File: src/rtl/regfile_sb.sv
// Register file with two combinational read ports and a pending-write scoreboard.
// Define REGFILE_BYPASS_EN to forward same-cycle write data to the read ports.
module regfile_sb #(
   parameter int unsigned DATA_W   = 32,
   parameter int unsigned ADDR_W   = 5,
   parameter bit          ZERO_REG = 1'b1
) (
   input  logic              clk,
   input  logic              rst,
   input  logic [ADDR_W-1:0] rd_addr1,
   input  logic [ADDR_W-1:0] rd_addr2,
   output logic [DATA_W-1:0] rd_data1,
   output logic [DATA_W-1:0] rd_data2,
   output logic              rd_busy1,
   output logic              rd_busy2,
   input  logic              wr_en,
   input  logic [ADDR_W-1:0] wr_addr,
   input  logic [DATA_W-1:0] wr_data,
   input  logic              lock_en,
   input  logic [ADDR_W-1:0] lock_addr,
   output logic [ADDR_W:0]   pend_cnt
);

   localparam int unsigned DEPTH = 1 << ADDR_W;

   logic [DATA_W-1:0] bank_q [DEPTH];
   logic [DEPTH-1:0]  pend_q, pend_d;
   logic [ADDR_W:0]   pend_cnt_q, pend_cnt_d;
   logic              wr_ok, lock_ok, cnt_inc, cnt_dec;

   // Accesses to a hardwired zero register are dropped before touching any state.
   assign wr_ok   = wr_en   && !(ZERO_REG && (wr_addr == '0));
   assign lock_ok = lock_en && !(ZERO_REG && (lock_addr == '0));

   always_comb begin
      pend_d = pend_q;
      if (wr_ok) pend_d[wr_addr] = 1'b0;
      if (lock_ok) pend_d[lock_addr] = 1'b1;
   end

   // Lock of the register being written re-arms it, so that write never decrements.
   assign cnt_inc = lock_ok && !pend_q[lock_addr];
   assign cnt_dec = wr_ok && pend_q[wr_addr] && !(lock_ok && (lock_addr == wr_addr));

   always_comb begin
      pend_cnt_d = pend_cnt_q + (ADDR_W+1)'(cnt_inc) - (ADDR_W+1)'(cnt_dec);
   end

   always_ff @(posedge clk or posedge rst) begin
      if (rst) begin
         for (int i = 0; i < DEPTH; i++) bank_q[i] <= '0;
         pend_q     <= '0;
         pend_cnt_q <= '0;
      end else begin
         if (wr_ok) bank_q[wr_addr] <= wr_data;
         pend_q     <= pend_d;
         pend_cnt_q <= pend_cnt_d;
      end
   end

   assign pend_cnt = pend_cnt_q;

   always_comb begin
      rd_data1 = bank_q[rd_addr1];
      rd_busy1 = pend_q[rd_addr1];
`ifdef REGFILE_BYPASS_EN
      if (wr_ok && (wr_addr == rd_addr1) && !(lock_ok && (lock_addr == rd_addr1))) begin
         rd_data1 = wr_data;
         rd_busy1 = 1'b0;
      end
`endif
      if (rst || (ZERO_REG && (rd_addr1 == '0))) begin
         rd_data1 = '0;
         rd_busy1 = 1'b0;
      end
   end

   always_comb begin
      rd_data2 = bank_q[rd_addr2];
      rd_busy2 = pend_q[rd_addr2];
`ifdef REGFILE_BYPASS_EN
      if (wr_ok && (wr_addr == rd_addr2) && !(lock_ok && (lock_addr == rd_addr2))) begin
         rd_data2 = wr_data;
         rd_busy2 = 1'b0;
      end
`endif
      if (rst || (ZERO_REG && (rd_addr2 == '0))) begin
         rd_data2 = '0;
         rd_busy2 = 1'b0;
      end
   end

endmodule

File: config.mk
export PLATFORM = sky130hd
export DESIGN_NAME = regfile_sb
export DESIGN_NICKNAME = d
export VERILOG_FILES = /design/src/rtl/regfile_sb.sv
export SDC_FILE = /design/constraint.sdc
export NUM_CORES = 2
export LEC_CHECK = 0
export ABC_AREA = 1
export CAP_MARGIN = 10
export CORE_AREA = 4 4 367 369
export CTS_CLUSTER_DIAMETER = 30
export DETAILED_ROUTE_END_ITERATION = 8
export DIE_AREA = 0 0 371 373
export SYNTH_ARGS = -nofsm -noshare
export SYNTH_HDL_FRONTEND = slang
export SYNTH_SLANG_ARGS = --single-unit
File: constraint.sdc
create_clock -name clk -period 94.9 [get_ports clk]
set_input_delay 28.47 -clock clk [delete_from_list [all_inputs] [get_ports clk]]
set_output_delay 28.47 -clock clk [all_outputs]
set_load 0.02 [all_outputs]
# [After elaboration in Yosys (flattened, before gate mapping)]
# Cells that the tools add are included.
[op_classes] addsub=2 n_bitwise=6 muxes=27 reduce_logical=19 n_eq_ne=1 order_cmp=10
[ops] op="$bwmux W1024" count=1
[ops] op="$bmux W32 S5" count=2
[ops] op="$mux W32" count=9
[ops] op="$demux W32 S5" count=1
[ops] op="$and A32 B32 Y32" count=1
[ops] op="$not A32 Y32" count=1
[ops] op="$or A32 B32 Y32" count=1
[ops] op="$lt A5 B6 Y1 const B" count=4
[ops] op="$bmux W1 S5" count=4
[ops] op="$logic_not A5 Y1" count=4
[ops] op="$ge A6 B6 Y1 const B" count=3
[ops] op="$not A5 Y6" count=3
[ops] op="$demux W1 S5" count=2
[ops] op="$ge A5 B1 Y1 const B" count=2
[ops] op="$logic_and A1 B1 Y1" count=9
[ops] op="$mux W1" count=8
[ops] op="$add A6 B1 Y6" count=1
[ops] op="$lt A6 B1 Y1 const B" count=1
[ops] op="$sub A6 B1 Y6" count=1
[ops] op="$eq A5 B5 Y1" count=1
[ops] op="$logic_not A1 Y1" count=4
[ops] op="$logic_or A1 B1 Y1" count=2
[word_totals] out_inout_bits=72 wordCells=99 reg_bits=1062

# [Longest topological paths before layout]
[logic_depth] ltp_word=9 depth_mapped=19 depth_no_buf=18

# [Worst setup path after synthesis]
# OpenSTA, ideal clock, no wires.
[synth_path] path_kind="input to output" from="input port rst" to="output port rd_busy1" arrival_ps=54520 cell_stages=3 path_slack_ps=11910 path_cell_list="inv_1 nand2_1 a21oi_1"
[synth_via] elab_chain_cells=2
[synth_rtl] element="start, declared" line="9" source="input logic rst,"
[synth_rtl] element="$logic_or A1 B1 Y1" line="72" source="if (rst || (ZERO_REG && (rd_addr1 == '0))) begin"
[synth_rtl] element="$mux W1" line="72"
[synth_rtl] element="end, declared" line="14" source="output logic rd_busy1,"
# No other way between the ends.

# [Worst setup path in the final report]
[layout_path] from="input port rd_addr1[1]" to="output port rd_data1[4]"
[layout_via] elab_chain_cells=5
[layout_rtl] element="start, declared" line="10" source="input logic [ADDR_W-1:0] rd_addr1,"
[layout_rtl] element="$not A5 Y6 (implied by the code)" line="64" source="rd_data1 = bank_q[rd_addr1];"
[layout_rtl] element="$bmux W32 S5" line="64"
[layout_rtl] element="$mux W32 (implied by the code) (2 in a row)" line="64"
[layout_rtl] element="$mux W32 (*)" line="72"
[layout_rtl] element="end, declared" line="12" source="output logic [DATA_W-1:0] rd_data1,"
# Every way passes the cells marked *; elsewhere a longest branch is shown, timed or not. The select of a mux whose other input is x is not followed.

==> impl_metrics.env <==
export IMPL_hp_class="flop to flop"
export IMPL_wire_per_inst_um=24.0
export IMPL_startpoint_type="primary input"
export IMPL_cts_sinks=1062
export IMPL_core_area_mm2=0.131
export IMPL_power_density_mw_per_mm2=26.8
export IMPL_p_leak_uw=0.0326
export IMPL_irDropWorstVdd_mv=0.0235
export IMPL_required_ns=66.43
export IMPL_ctsResizeCount=0
export IMPL_hold_viol=0
export IMPL_holdPathEnd="bank_q[1010]"
export IMPL_final_cells=10300
export IMPL_ys_ff_latch=1062
export IMPL_synth_cell_area_mm2=0.0589
export IMPL_place_area_mm2=0.0602
export IMPL_cts_buffers=291
export IMPL_status="completed"
export IMPL_area_growth_pct=18.4
export IMPL_switching_share=0.291
export IMPL_p_seq_frac=0.333
export IMPL_synth_cells=8613
export IMPL_fin_nets=8442
export IMPL_r2r_slack_ns=92.13
export IMPL_critPathArrivalTime_ns=33.50
export IMPL_setup_violations_final=0
export IMPL_cts_tree="yes"
export IMPL_maxCapViolCount=0
export IMPL_hpwl_um=127000
export IMPL_dieArea_mm2=0.138
export IMPL_drt_first_pass_iters=7
export IMPL_cts_htree_levels=5
export IMPL_min_path_cells=0
export IMPL_worstReg2RegStart="pend_q[8]"
export IMPL_root_buffer="clkbuf_16"
export IMPL_reg2reg_to="pend_cnt[4]"
export IMPL_cts_buffer_depth=4
export IMPL_clkTransAtPathRegs_ns=0.05
export IMPL_clock_skew_final_ns=0.0328
export IMPL_slew_headroom=0.152
export IMPL_ios=128
export IMPL_endpoint_kind="primary output"
export IMPL_ys_seq_area_frac=0.452
export IMPL_timing_fmax_ghz=0.0161
export IMPL_yosys_warnings=0
export IMPL_route_detailed_drc=0
export IMPL_final_cell_mix="3410 x nand2_1, 1124 x nand3_1, 1062 x dfrtp_1"
export IMPL_drt_total_wl_um=248000
export IMPL_gp_congestion=0.870
export IMPL_antenna_left=0
export IMPL_portBuffers=127
export IMPL_p_clk_frac=0.511
export IMPL_overflow=0
export IMPL_min_from="bank_q[1010]"
export IMPL_vias=60600
export IMPL_p_sw_uw=542
export IMPL_rr_worst_depth=13
export IMPL_worstMarginPinSlew_ns=1.27
export IMPL_final_common_cell="nand2_1"
export IMPL_finalCriticalPeriod_ns=61.97
export IMPL_vias_per_cell=5.86
export IMPL_fin_crit_sh=0.653
export IMPL_slew_violations=0
export IMPL_fin_tns_setup_ns=0
export IMPL_synth_top_area_frac=0.452
export IMPL_antenna_found_initial=8
export IMPL_critPathKind="primary input to primary output"
export IMPL_fp_dieW_um=371
export IMPL_grt_pass1_vias=57400
export IMPL_syn_nets=8676
export IMPL_ys_types=25
export IMPL_synthTopCellsByArea="dfrtp_1 45%, nand2_1 22%, nand3_1 9.6%"
export IMPL_avgSynthCellArea_um2=6.83
export IMPL_postCtsSetupRepairBufs=0
export IMPL_layout_drive_gt1_share=0.0722
export IMPL_grt_use_total=0.351
export IMPL_stdcell_area_mm2=0.0697
export IMPL_cts_hold_buf=0
export IMPL_path_max_fanout=48
export IMPL_start_util=0.449
export IMPL_p_int_uw=1320
export IMPL_combPwrFrac=0.156
export IMPL_synth_top_area_cell="dfrtp_1"
export IMPL_insertion_delay_ns=0.88
export IMPL_rsz0062_at_grt="false"
export IMPL_rows=133
export IMPL_fp_dieH_um=373
export IMPL_fin_util=0.531
export IMPL_grt_max_degree=212
export IMPL_drt_iter0_drc=7931
export IMPL_grt_pass1_wl_um=368000
export IMPL_dp_cells=9841
metal layers:
layer,vias to the layer above,track usage,wire length [um],part of all wire
met3,766,0.0881,28100,0.11
met1,28700,0.472,98700,0.40
met4,2,0.177,13200,0.053
met2,3600,0.528,108000,0.44
li1,27500,-,-,-
met5,-,0,13,0.000052
cell families (layout without fill, tap and decap cells):
group | after synthesis | after routing | synth area share
adders and majority gates | 7 | 7 | 0.00162
other | 0 | 5 | 0
xor gates and xnor gates | 10 | 10 | 0.00149
AOI/OAI and AO/OA | 1532 | 1532 | 0.131
DFF | 1062 | 1062 | 0.452
buffers and inverters | 949 | 915 | 0.0675
and+or+nand+nor | 5053 | 5053 | 0.347
through the flow:
stage               worst slack [ns]  power, uW  hold slack [ns]
floorplan                      11.91        822            0.429
global placement               33.31        901            0.367
detailed placement             33.29        910            0.368
CTS                            33.26       1870            0.378
global route                   32.98       1950            0.385
finish                         32.93       1860            0.377
synth_stat cells (all sizes together):
master  number
nand2     3420
nand3     1125
dfrtp     1062
o21ai      791
a21oi      715
nor2       488
clkbuf     396
buf        360
inv        172
o22ai       25
clkinv      21
nor3        16
ha           6
xor2         6
nand4        4
xnor2        4
a22oi        1
fa           1
worst max-delay path, cell delays in order:
cell	delay (ns)
buf_6	0.51
nand2_2	0.08
buf_4	0.48
inv_4	0.50
buf_4	0.68
buf_4	0.80
nand2_1	0.14
nand3_1	0.14
nand3_1	0.09
a21oi_1	0.78
clkdlybuf4s50_1	0.77
flip-flops by register name, indices dropped and copies added (netlist names):
signal    flops
pend_q       32
pend_cnt      6
bank_q     1024
worst max-delay path by stage:
stage                 from            to  cells after the start
3_5_place_dp   rd_addr1[1]   rd_data1[4]                     11
3_3_place_gp   rd_addr2[0]  rd_data2[19]                     13
2_1_floorplan          rst      rd_busy1                      3
6_report       rd_addr1[1]   rd_data1[4]                     11
4_1_cts        rd_addr1[1]   rd_data1[4]                     11
5_1_grt        rd_addr1[1]   rd_data1[4]                     11
power by group through the flow:
stage          clock [uW]  combinational [uW]  sequential [uW]
6_report              953                 291              620
5_1_grt               988                 331              633
4_1_cts               960                 288              619
3_5_place_dp            0                 286              623
3_3_place_gp            0                 279              622
2_1_floorplan           0                 212              610
area by class of cell:
cell class	count	area, um^2
tap	1755	2200
clock buffer	386	8250
inverter	193	768
sequential	1062	26600
timing repair buffer	229	2140
clock inverter	107	1260
antenna	5	12.5
fill	12800	61500
multi-input combinational	6602	28500
Power figures use the tool's default switching activity.
